## src/rtl/inst_encoder_loader_pkg.sv

```systemverilog
// Shared constants for the RV32I instruction encoder/loader.
// Op-code map, RV32I opcode/funct fields, FSM state type, op classifiers.
package inst_encoder_loader_pkg;

    localparam logic [4:0] OP_BEQ   = 5'd0;
    localparam logic [4:0] OP_BNE   = 5'd1;
    localparam logic [4:0] OP_BLT   = 5'd2;
    localparam logic [4:0] OP_BGE   = 5'd3;
    localparam logic [4:0] OP_BLTU  = 5'd4;
    localparam logic [4:0] OP_BGEU  = 5'd5;
    localparam logic [4:0] OP_LW    = 5'd6;
    localparam logic [4:0] OP_SW    = 5'd7;
    localparam logic [4:0] OP_ADDI  = 5'd8;
    localparam logic [4:0] OP_SLTI  = 5'd9;
    localparam logic [4:0] OP_SLTIU = 5'd10;
    localparam logic [4:0] OP_XORI  = 5'd11;
    localparam logic [4:0] OP_ORI   = 5'd12;
    localparam logic [4:0] OP_ANDI  = 5'd13;
    localparam logic [4:0] OP_SLLI  = 5'd14;
    localparam logic [4:0] OP_SRLI  = 5'd15;
    localparam logic [4:0] OP_SRAI  = 5'd16;
    localparam logic [4:0] OP_ADD   = 5'd17;
    localparam logic [4:0] OP_SUB   = 5'd18;
    localparam logic [4:0] OP_SLL   = 5'd19;
    localparam logic [4:0] OP_SLT   = 5'd20;
    localparam logic [4:0] OP_SLTU  = 5'd21;
    localparam logic [4:0] OP_XOR   = 5'd22;
    localparam logic [4:0] OP_SRL   = 5'd23;
    localparam logic [4:0] OP_SRA   = 5'd24;
    localparam logic [4:0] OP_OR    = 5'd25;
    localparam logic [4:0] OP_AND   = 5'd26;

    localparam logic [6:0] OPC_BRANCH = 7'b1100011;
    localparam logic [6:0] OPC_LOAD   = 7'b0000011;
    localparam logic [6:0] OPC_STORE  = 7'b0100011;
    localparam logic [6:0] OPC_OPIMM  = 7'b0010011;
    localparam logic [6:0] OPC_OP     = 7'b0110011;

    localparam logic [2:0] F3_BEQ  = 3'b000;
    localparam logic [2:0] F3_BNE  = 3'b001;
    localparam logic [2:0] F3_BLT  = 3'b100;
    localparam logic [2:0] F3_BGE  = 3'b101;
    localparam logic [2:0] F3_BLTU = 3'b110;
    localparam logic [2:0] F3_BGEU = 3'b111;
    localparam logic [2:0] F3_WORD = 3'b010;
    localparam logic [2:0] F3_ADD  = 3'b000;
    localparam logic [2:0] F3_SLL  = 3'b001;
    localparam logic [2:0] F3_SLT  = 3'b010;
    localparam logic [2:0] F3_SLTU = 3'b011;
    localparam logic [2:0] F3_XOR  = 3'b100;
    localparam logic [2:0] F3_SR   = 3'b101;
    localparam logic [2:0] F3_OR   = 3'b110;
    localparam logic [2:0] F3_AND  = 3'b111;

    localparam logic [6:0] F7_ZERO = 7'b0000000;
    localparam logic [6:0] F7_ALT  = 7'b0100000;

    typedef enum logic [1:0] {
        S_IDLE,
        S_RUN,
        S_DRAIN,
        S_DONE
    } state_e;

    function automatic logic is_branch(input logic [4:0] op);
        return op <= OP_BGEU;
    endfunction

    function automatic logic is_shift_imm(input logic [4:0] op);
        return (op >= OP_SLLI) && (op <= OP_SRAI);
    endfunction

endpackage

```

## src/rtl/inst_encoder_loader_encode.sv

```systemverilog
// Combinational RV32I encoder for one descriptor.
// Ports: op_i/rd_i/rs1_i/rs2_i/imm_i in; word_o (32b), illegal_o out.
module rv32i_encode
    import inst_encoder_loader_pkg::*;
(
    input  logic [4:0]  op_i,
    input  logic [4:0]  rd_i,
    input  logic [4:0]  rs1_i,
    input  logic [4:0]  rs2_i,
    input  logic [12:0] imm_i,
    output logic [31:0] word_o,
    output logic        illegal_o
);

    logic [2:0] f3;
    logic [6:0] f7;
    logic       bad_imm;

    always_comb begin
        f3 = 3'b000;
        unique case (op_i)
            OP_BEQ:   f3 = F3_BEQ;
            OP_BNE:   f3 = F3_BNE;
            OP_BLT:   f3 = F3_BLT;
            OP_BGE:   f3 = F3_BGE;
            OP_BLTU:  f3 = F3_BLTU;
            OP_BGEU:  f3 = F3_BGEU;
            OP_LW:    f3 = F3_WORD;
            OP_SW:    f3 = F3_WORD;
            OP_ADDI:  f3 = F3_ADD;
            OP_SLTI:  f3 = F3_SLT;
            OP_SLTIU: f3 = F3_SLTU;
            OP_XORI:  f3 = F3_XOR;
            OP_ORI:   f3 = F3_OR;
            OP_ANDI:  f3 = F3_AND;
            OP_SLLI:  f3 = F3_SLL;
            OP_SRLI:  f3 = F3_SR;
            OP_SRAI:  f3 = F3_SR;
            OP_ADD:   f3 = F3_ADD;
            OP_SUB:   f3 = F3_ADD;
            OP_SLL:   f3 = F3_SLL;
            OP_SLT:   f3 = F3_SLT;
            OP_SLTU:  f3 = F3_SLTU;
            OP_XOR:   f3 = F3_XOR;
            OP_SRL:   f3 = F3_SR;
            OP_SRA:   f3 = F3_SR;
            OP_OR:    f3 = F3_OR;
            OP_AND:   f3 = F3_AND;
            default:  f3 = 3'b000;
        endcase
    end

    always_comb begin
        f7 = F7_ZERO;
        if (op_i == OP_SUB || op_i == OP_SRA || op_i == OP_SRAI) begin
            f7 = F7_ALT;
        end
    end

    // Branch offsets must be even; other immediates must fit 12 signed
    // bits; shift-immediates carry only a 5-bit shamt.
    always_comb begin
        if (is_branch(op_i)) begin
            bad_imm = imm_i[0];
        end else begin
            bad_imm = imm_i[12] != imm_i[11];
        end
        if (is_shift_imm(op_i) && imm_i[11:5] != 7'd0) begin
            bad_imm = 1'b1;
        end
    end

    always_comb begin
        word_o    = 32'd0;
        illegal_o = bad_imm;
        unique case (1'b1)
            (op_i > OP_AND): begin
                illegal_o = 1'b1;
            end
            is_branch(op_i): begin
                word_o = {imm_i[12], imm_i[10:5], rs2_i, rs1_i, f3,
                          imm_i[4:1], imm_i[11], OPC_BRANCH};
            end
            (op_i == OP_LW): begin
                word_o = {imm_i[11:0], rs1_i, f3, rd_i, OPC_LOAD};
            end
            (op_i == OP_SW): begin
                word_o = {imm_i[11:5], rs2_i, rs1_i, f3,
                          imm_i[4:0], OPC_STORE};
            end
            is_shift_imm(op_i): begin
                word_o = {f7, imm_i[4:0], rs1_i, f3, rd_i, OPC_OPIMM};
            end
            (op_i >= OP_ADDI && op_i <= OP_ANDI): begin
                word_o = {imm_i[11:0], rs1_i, f3, rd_i, OPC_OPIMM};
            end
            (op_i >= OP_ADD && op_i <= OP_AND): begin
                word_o = {f7, rs2_i, rs1_i, f3, rd_i, OPC_OP};
            end
            default: begin
                illegal_o = 1'b1;
            end
        endcase
    end

endmodule

```

## src/rtl/inst_encoder_loader.sv

```systemverilog
// Streams descriptors into RV32I words and writes them to instr memory.
// Ports: start/base, descriptor valid/ready bundle, imem write, status.
module inst_encoder_loader
    import inst_encoder_loader_pkg::*;
#(
    parameter int ADDR_W = 10
) (
    input  logic              clk_i,
    input  logic              rst_ni,
    input  logic              start_i,
    input  logic [ADDR_W-1:0] base_i,
    input  logic              in_valid_i,
    output logic              in_ready_o,
    input  logic [4:0]        in_op_i,
    input  logic [4:0]        in_rd_i,
    input  logic [4:0]        in_rs1_i,
    input  logic [4:0]        in_rs2_i,
    input  logic [12:0]       in_imm_i,
    input  logic              in_last_i,
    output logic              imem_we_o,
    input  logic              imem_ready_i,
    output logic [ADDR_W-1:0] imem_addr_o,
    output logic [31:0]       imem_wdata_o,
    output logic              busy_o,
    output logic              done_o,
    output logic              err_o,
    output logic [7:0]        err_cnt_o,
    output logic [ADDR_W:0]   words_o
);

    state_e            state_q;
    logic              vld_q;
    logic [31:0]       wdata_q;
    logic [ADDR_W-1:0] addr_q;
    logic              err_q;
    logic [7:0]        cnt_q;
    logic [ADDR_W:0]   words_q;
    logic              done_q;

    logic [31:0] enc_word;
    logic        enc_ill;
    logic        acc;
    logic        wfire;

    rv32i_encode u_enc (
        .op_i      (in_op_i),
        .rd_i      (in_rd_i),
        .rs1_i     (in_rs1_i),
        .rs2_i     (in_rs2_i),
        .imm_i     (in_imm_i),
        .word_o    (enc_word),
        .illegal_o (enc_ill)
    );

    // The single output slot may be refilled in the cycle it drains.
    assign in_ready_o = (state_q == S_RUN) & (~vld_q | imem_ready_i);
    assign acc        = in_valid_i & in_ready_o;
    assign wfire      = vld_q & imem_ready_i;

    always_ff @(posedge clk_i or negedge rst_ni) begin
        if (!rst_ni) begin
            state_q <= S_IDLE;
            vld_q   <= 1'b0;
            wdata_q <= 32'd0;
            addr_q  <= '0;
            err_q   <= 1'b0;
            cnt_q   <= 8'd0;
            words_q <= '0;
            done_q  <= 1'b0;
        end else begin
            done_q <= 1'b0;
            if (wfire) begin
                vld_q   <= 1'b0;
                addr_q  <= addr_q + ADDR_W'(1);
                words_q <= words_q + (ADDR_W+1)'(1);
            end
            unique case (state_q)
                S_IDLE: begin
                    if (start_i) begin
                        addr_q  <= base_i;
                        err_q   <= 1'b0;
                        cnt_q   <= 8'd0;
                        words_q <= '0;
                        state_q <= S_RUN;
                    end
                end
                S_RUN: begin
                    if (acc) begin
                        if (enc_ill) begin
                            err_q <= 1'b1;
                            if (cnt_q != 8'hFF) begin
                                cnt_q <= cnt_q + 8'd1;
                            end
                        end else begin
                            vld_q   <= 1'b1;
                            wdata_q <= enc_word;
                        end
                        if (in_last_i) begin
                            state_q <= S_DRAIN;
                        end
                    end
                end
                S_DRAIN: begin
                    if (!vld_q || imem_ready_i) begin
                        state_q <= S_DONE;
                        done_q  <= 1'b1;
                    end
                end
                S_DONE: begin
                    state_q <= S_IDLE;
                end
                default: begin
                    state_q <= S_IDLE;
                end
            endcase
        end
    end

    assign imem_we_o    = vld_q;
    assign imem_addr_o  = addr_q;
    assign imem_wdata_o = wdata_q;
    assign busy_o       = state_q != S_IDLE;
    assign done_o       = done_q;
    assign err_o        = err_q;
    assign err_cnt_o    = cnt_q;
    assign words_o      = words_q;

endmodule

```

## config.mk

```make
export PLATFORM = sky130hd
export DESIGN_NAME = inst_encoder_loader
export DESIGN_NICKNAME = d
export VERILOG_FILES = /design/src/rtl/inst_encoder_loader_pkg.sv /design/src/rtl/inst_encoder_loader_encode.sv /design/src/rtl/inst_encoder_loader.sv
export SDC_FILE = /design/constraint.sdc
export NUM_CORES = 1
export LEC_CHECK = 0
export CAP_MARGIN = 10
export CORE_UTILIZATION = 45
export CTS_BUF_LIST = sky130_fd_sc_hd__clkbuf_2
export DETAILED_ROUTE_END_ITERATION = 6
export PLACE_DENSITY_LB_ADDON = 0.08
export SLEW_MARGIN = 20
export SYNTH_ARGS = -nofsm -noshare
export SYNTH_HDL_FRONTEND = slang
export SYNTH_HIERARCHICAL = 1
export SYNTH_SLANG_ARGS = --single-unit
```

## constraint.sdc

```tcl
create_clock -name clk_i -period 3.9 [get_ports clk_i]
set_clock_uncertainty 0.2 [all_clocks]
set_input_delay 0.975 -clock clk_i [delete_from_list [all_inputs] [get_ports clk_i]]
set_output_delay 0.975 -clock clk_i [all_outputs]
set_load 0.05 [all_outputs]
```

Yosys cells after proc, flatten, opt, wreduce, memory -nomap -nowiden
Memory sizes are Yosys's and may differ from the RTL's.
Index checks and enable logic that the tools add are counted.
- bits in read-only memories: 96
- memories: 1
- flip-flop bits (word level): 66
- input port bits: 49
- logic and storage cells: 89
- memories (memory ; depth ; bits a word ; read ports ; clocked after Yosys merged registers in ; wr ports ; line ; source):
    (name not given) ; 32 ; 3 ; 1 ; 0 ; 0 ; inst_encoder_loader_encode.sv:21 ; unique case (op_i)
- magnitude comparators: 7
- add/subtract/negate cells: 3
- eq/ne operators: 16
- multiplexer cells: 31
- reduce and logical (&&, ||, !) cells: 17
- bitwise operators: 6
- operator list (operator ; number):
    $pmux 32 s6 ; 1
    $mux 11 ; 3
    $mux 8 ; 4
    $mux 10 ; 3
    $pmux 8 s2 ; 1
    $eq 5x5->1 const B ; 3
    $mux 1 ; 12
    $add 11x1->11 const B ; 1
    $add 10x1->10 const B ; 1
    $eq 5x3->1 const B ; 2
    $ge 5x4->1 const B ; 2
    $le 5x5->1 const B ; 2
    $ne 2x2->1 const B ; 5
    $add 8x1->8 const B ; 1
    $mux 2 ; 4
    $ne 8x8->1 const B ; 1
    $pmux 2 s4 ; 1
    $reduce_and 4->1 ; 2
    $reduce_bool 7->1 ; 1
    $mux 6 ; 1
    $reduce_or 6->1 ; 1
    $ge 5x5->1 const B ; 1
    $le 5x3->1 const B ; 1
    $le 5x4->1 const B ; 1
    15 further kinds ; 25

Depth between registers and ports, before layout
- depth after elaboration: 8
- mapped depth: 12
- depth with buffers taken out: 10

Modules after synthesis
The synthesis kept the hierarchy.
- by module, submodules not included (module ; area an instance (um^2) ; instances ; cells an instance):
    inst_encoder_loader ; 3016.6 ; 1 ; 258
    rv32i_encode ; 818.3 ; 1 ; 109

Worst setup path before layout
OpenSTA, ideal clock, no wires.
- path type: input to register
- start point: in in_op_i[0]
- end point: reg cnt_q[0], in the netlist err_cnt_o[0]
- path buffers: 2
- path slack: -0.040 ns
- library setup time: 0.128 ns
- stages: 12
- arrival time: 3.612 ns
- cell sequence: buf_2 inv_1 ha_1 or2_0 a221o_1 or3b_1 buf_6 nand3_1 nand2_1 o21ai_4 o211a_2 mux2_1
- word-level cells in the longest chain between the ends: 7
- RTL lines (item ; line ; source):
    from (decl) ; inst_encoder_loader.sv:14 ; input logic [4:0] in_op_i,
    $ge 5x4->1 or $le 5x5->1 (tied branches) ; inst_encoder_loader_pkg.sv:70 ; return (op >= OP_SLLI) && (op <= OP_SRAI);
    $logic_and 1x1->1 ; inst_encoder_loader_pkg.sv:70 ;
    $logic_and 1x1->1 ; inst_encoder_loader_encode.sv:68 ; if (is_shift_imm(op_i) && imm_i[11:5] != 7'd0) begin
    $mux 1 ; inst_encoder_loader_encode.sv:68 ;
    $mux 1 (*) ; inst_encoder_loader_encode.sv:76 ; unique case (1'b1)
    net enc_ill ; inst_encoder_loader.sv:41 ; logic enc_ill;
    $ne 2x2->1 (no source line) (*) ; - ;
    $reduce_and 5->1 (no source line) (*) ; - ;
    to (signal assigned) ; inst_encoder_loader.sv:92 ; cnt_q <= cnt_q + 8'd1;
    to (decl) ; inst_encoder_loader.sv:36 ; logic [7:0] cnt_q;
Mark *: on every way through the listed nets, which the timed path passes. The rest lies on a longest branch.
A chain may end at the register's enable or synchronous reset.

Worst setup path in the final report
- start point: in in_op_i[1]
- end point: reg wdata_q[0], in the netlist imem_wdata_o[0]
- word-level cells in the longest chain between the ends: 7
- RTL lines (item ; line ; source):
    $ge 5x4->1 or $le 5x5->1 (tied branches) ; inst_encoder_loader_pkg.sv:70 ;
    $logic_and 1x1->1 ; inst_encoder_loader_pkg.sv:70 ;
    $logic_and 1x1->1 ; inst_encoder_loader_encode.sv:68 ;
    $mux 1 ; inst_encoder_loader_encode.sv:68 ;
    $mux 1 (*) ; inst_encoder_loader_encode.sv:76 ;
    net enc_ill ; inst_encoder_loader.sv:41 ;
    $not 1->1 (no source line) (*) ; - ;
    $reduce_and 3->1 (no source line) (*) ; - ;
    to (signal assigned) ; inst_encoder_loader.sv:96 ; wdata_q <= enc_word;
    to (decl) ; inst_encoder_loader.sv:33 ; logic [31:0] wdata_q;
Marked as above.

==> results.md <==
* Met3 usage at 0.0663
* First-pass GRT wire length at 15700 microns
* CP dominant cell by count: buf_4
* Inserted Diodes at 0
* Commonest non-fill, non-tap cell in the layout: clkdlybuf4s50_1
* Final HPWL DP at 7280 microns
* Clock network power share at 0.128
* Distinct cells, synth at 66
* Final setup vio count at 0
* # placed instances at 604
* Peak VDD IR at 0.425 mV
* Syn Area/Cell at 10.4 sq um
* RSZ-0062 raised after global routing: no
* Core Area at 8220 sq um
* Reg2Reg Setup Slack at 1.63 ns
* Met2 usage at 0.361
* Vias in the first global route at 3292
* Fin cells at 620
* Comb power frac at 0.573
* PortBufs at 114
* Die width at 94.3 microns
* Synth async-reset ratio at 1.00
* DRT antenna net count at 0
* CTS clk-pin slew, worst paths at 0.21 ns
* Rel. slew slack at 0.476
* CP Launch Type: primary input
* Commonest non-fill, non-tap cells in the layout: 112 x clkdlybuf4s50_1, 66 x dfrtp_1, 34 x nand2_1
* Post-route setup TNS at 0 ns
* Final worst-path cycle share at 0.908
* Vias per cell at 5.37
* Setup bufs post-CTS at 0
* Final Hold Slack at 0.275 ns
* Util after Layout at 0.660
* CTS Buffer Depth at 2
* 1st-iter DRT viols at 111
* Grt ovf at 0
* Post-layout min period at 3.54 ns
* Initial antenna violation count at 0
* Synthesized area at 3830 sq um
* Number of synthesized flops with an enable pin at 0
* WP data arrival at 3.70 ns
* Worst-margin pin slew at 0.781 ns
* Ys flop type: dfrtp_1
* H-tree lvl count at 3
* Ys Warns at 6
* Post-Synthesis Cells at 367
* CP Max Fanout at 32
* FMAX at 282 MHz
* Crit Path Category: in -> reg
* Nets@finish at 576
* Static Leak at 2.34 nW
* Vias at 3327
* Total GRT Usage at 0.227
* WL per Instance at 15.4 microns
* Crit end category: flip-flop
* Final Max Slew Viols at 0
* CP max stage delay at 0.42 ns
* Rows at 33
* Gpl congestion at 0.873
* Pin count of the biggest net entering global routing at 33
* Cts hold-fix bufs at 0
* Area grow syn2layout at 41.3%
* CP Cell Sequence: clkdlybuf4s50_1 > buf_4 > ha_1 > a21o_1 > a211oi_1 > mux2i_1 > nand3_1 > buf_4 > nor3_4 > buf_12 > mux2_2
* PwrDens at 682 nW/um^2
* Total of max-cap violations at 0
* Status: finished clean
* Drt drc at 0
* IO Pins at 115
* Die ar. at 8900 sq um
* TritonCTS Buffers at 9
* CTS tree: yes
* #FFs+latches synth at 66
* Initial Utilization at 0.467
* CTS Sinks at 66
* Final Hold Viols at 0
* Die boundary height at 94.3 microns
* Internal at 1.94 mW
* Final WL at 9570 microns
* Layout cell share with drive strength beyond 1 at 0.204
* Worst-Skew Late Latency at 0.48 ns
* Worst Hold Class: in -> async
* Post-synthesis sequential area ratio at 0.431
* Flop pwr share at 0.298
* CP required at 4.05 ns
* Net Sw Power at 1.76 mW
* Final instance area at 5420 sq um
* Post-cts repair resize count at 0
* Placed instance area at 5280 sq um
* GR peak layer: met2
* Switching share of total power at 0.476
* First-pass detailed-route iteration total at 4
* Grt met1 use at 0.302
* CP max stage cell: clkdlybuf4s50_1
* CTS Root Cell: clkbuf_2
==> metal layers <==
layer,routed length (microns),part of all wire
met1,4320,0.45
met2,4640,0.49
met3,568,0.059
met4,34,0.0036
met5,0,0
==> cell type report <==
cell class	count	area [sq um]
clock buffers	10	50.0
clock inverters	6	88.8
fillers	703	2800
inverters	13	48.8
multi-input cells	272	2040
flip-flops and latches	66	1650
well taps	105	131
repair buffers	148	1410
==> synthesized netlist by cell type, types with 2 or more instances <==
| master | instances | area, sq um |
|---|---|---|
| a211oi_1 | 6 | 45.0 |
| buf_6 | 4 | 45.0 |
| clkbuf_1 | 5 | 18.8 |
| a21boi_0 | 2 | 15.0 |
| dfrtp_1 | 66 | 1650 |
| nand2b_1 | 7 | 43.8 |
| nor3_1 | 5 | 25.0 |
| nand2_1 | 34 | 128 |
| buf_4 | 3 | 22.5 |
| inv_1 | 12 | 45.0 |
| mux2_2 | 33 | 372 |
| and2_1 | 3 | 18.8 |
| and4_1 | 2 | 17.5 |
| and3_1 | 4 | 25.0 |
| or3_1 | 4 | 25.0 |
| and2_4 | 5 | 43.8 |
| nor2b_1 | 4 | 25.0 |
| buf_2 | 4 | 20.0 |
| and2_2 | 5 | 37.5 |
| mux2i_1 | 3 | 30.0 |
| a22o_1 | 10 | 87.6 |
| a31oi_1 | 8 | 50.1 |
| nor2_1 | 13 | 48.8 |
| xnor2_1 | 9 | 78.8 |
| nor4_1 | 4 | 25.0 |
| a221o_1 | 2 | 20.0 |
| a21oi_1 | 10 | 50.1 |
| nand4_1 | 5 | 31.3 |
| nor3b_1 | 2 | 15.0 |
| xor2_1 | 8 | 70.1 |
| o211ai_1 | 4 | 30.0 |
| o21ai_0 | 18 | 90.1 |
| nand3_1 | 11 | 55.1 |
| ha_1 | 17 | 213 |
| a21o_1 | 4 | 30.0 |
==> path summary, 6_finish.rpt <==
check / startpoint / to / cells after the start
worst max-delay path: in_op_i[1] / imem_wdata_o[0]$_DFFE_PN0P_ / 11
worst min-delay path: rst_ni / imem_wdata_o[29]$_DFFE_PN0P_ / 1
worst max register to register: state_q[1]$_DFFE_PN0P_ / imem_wdata_o[0]$_DFFE_PN0P_ / 6
worst min register to register: err_o$_DFFE_PN0P_ / err_o$_DFFE_PN0P_ / 1
max in group asynchronous: rst_ni / done_o$_DFF_PN0_ / 2
min in group clk_i: err_o$_DFFE_PN0P_ / err_o$_DFFE_PN0P_ / 1
==> metrics by stage <==
stage	setup WS (ns)	power, mW
after floorplan	0.00960	2.48
after global placement	-0.0610	3.21
after detailed placement	-0.175	3.25
after CTS	0.381	3.73
after global routing	0.283	3.89
final	0.358	3.70
==> sequential cells by signal, summed over array words and instances (netlist names) <==
name / cells
done_o: 1
err_cnt_o: 8
err_o: 1
imem_addr_o: 10
imem_wdata_o: 32
imem_we_o: 1
state_q: 2
words_o: 11
==> critical path, delay by kind of cell <==
kind            cells  cell delay [ns]
buf+inv             4             1.02
fa+ha+maj           1             0.21
simple gates        2             0.37
mux                 2             0.60
compound gates      2             0.50
==> power by group through the flow <==
stage               Combinational, mW  Clock (mW)  Sequential [mW]
floorplan                       0.587           0             1.89
global placement                 2.10           0             1.11
detailed placement               2.12           0             1.12
CTS                              2.13       0.490             1.11
global route                     2.23       0.516             1.14
finish                           2.12       0.475             1.10
==> cells by family (layout without fill, tap and decap cells) <==
group	after synthesis	after routing	share of synthesized area
simple gates	116	116	0.170
compound gates	82	82	0.153
flops	66	66	0.431
mux	37	37	0.108
buf+inv	30	177	0.0414
fa+ha+maj	18	18	0.0581
xor+xnor	17	17	0.0388
other cells	1	2	0.000978
Note: power is estimated with default switching activity, not from simulation.
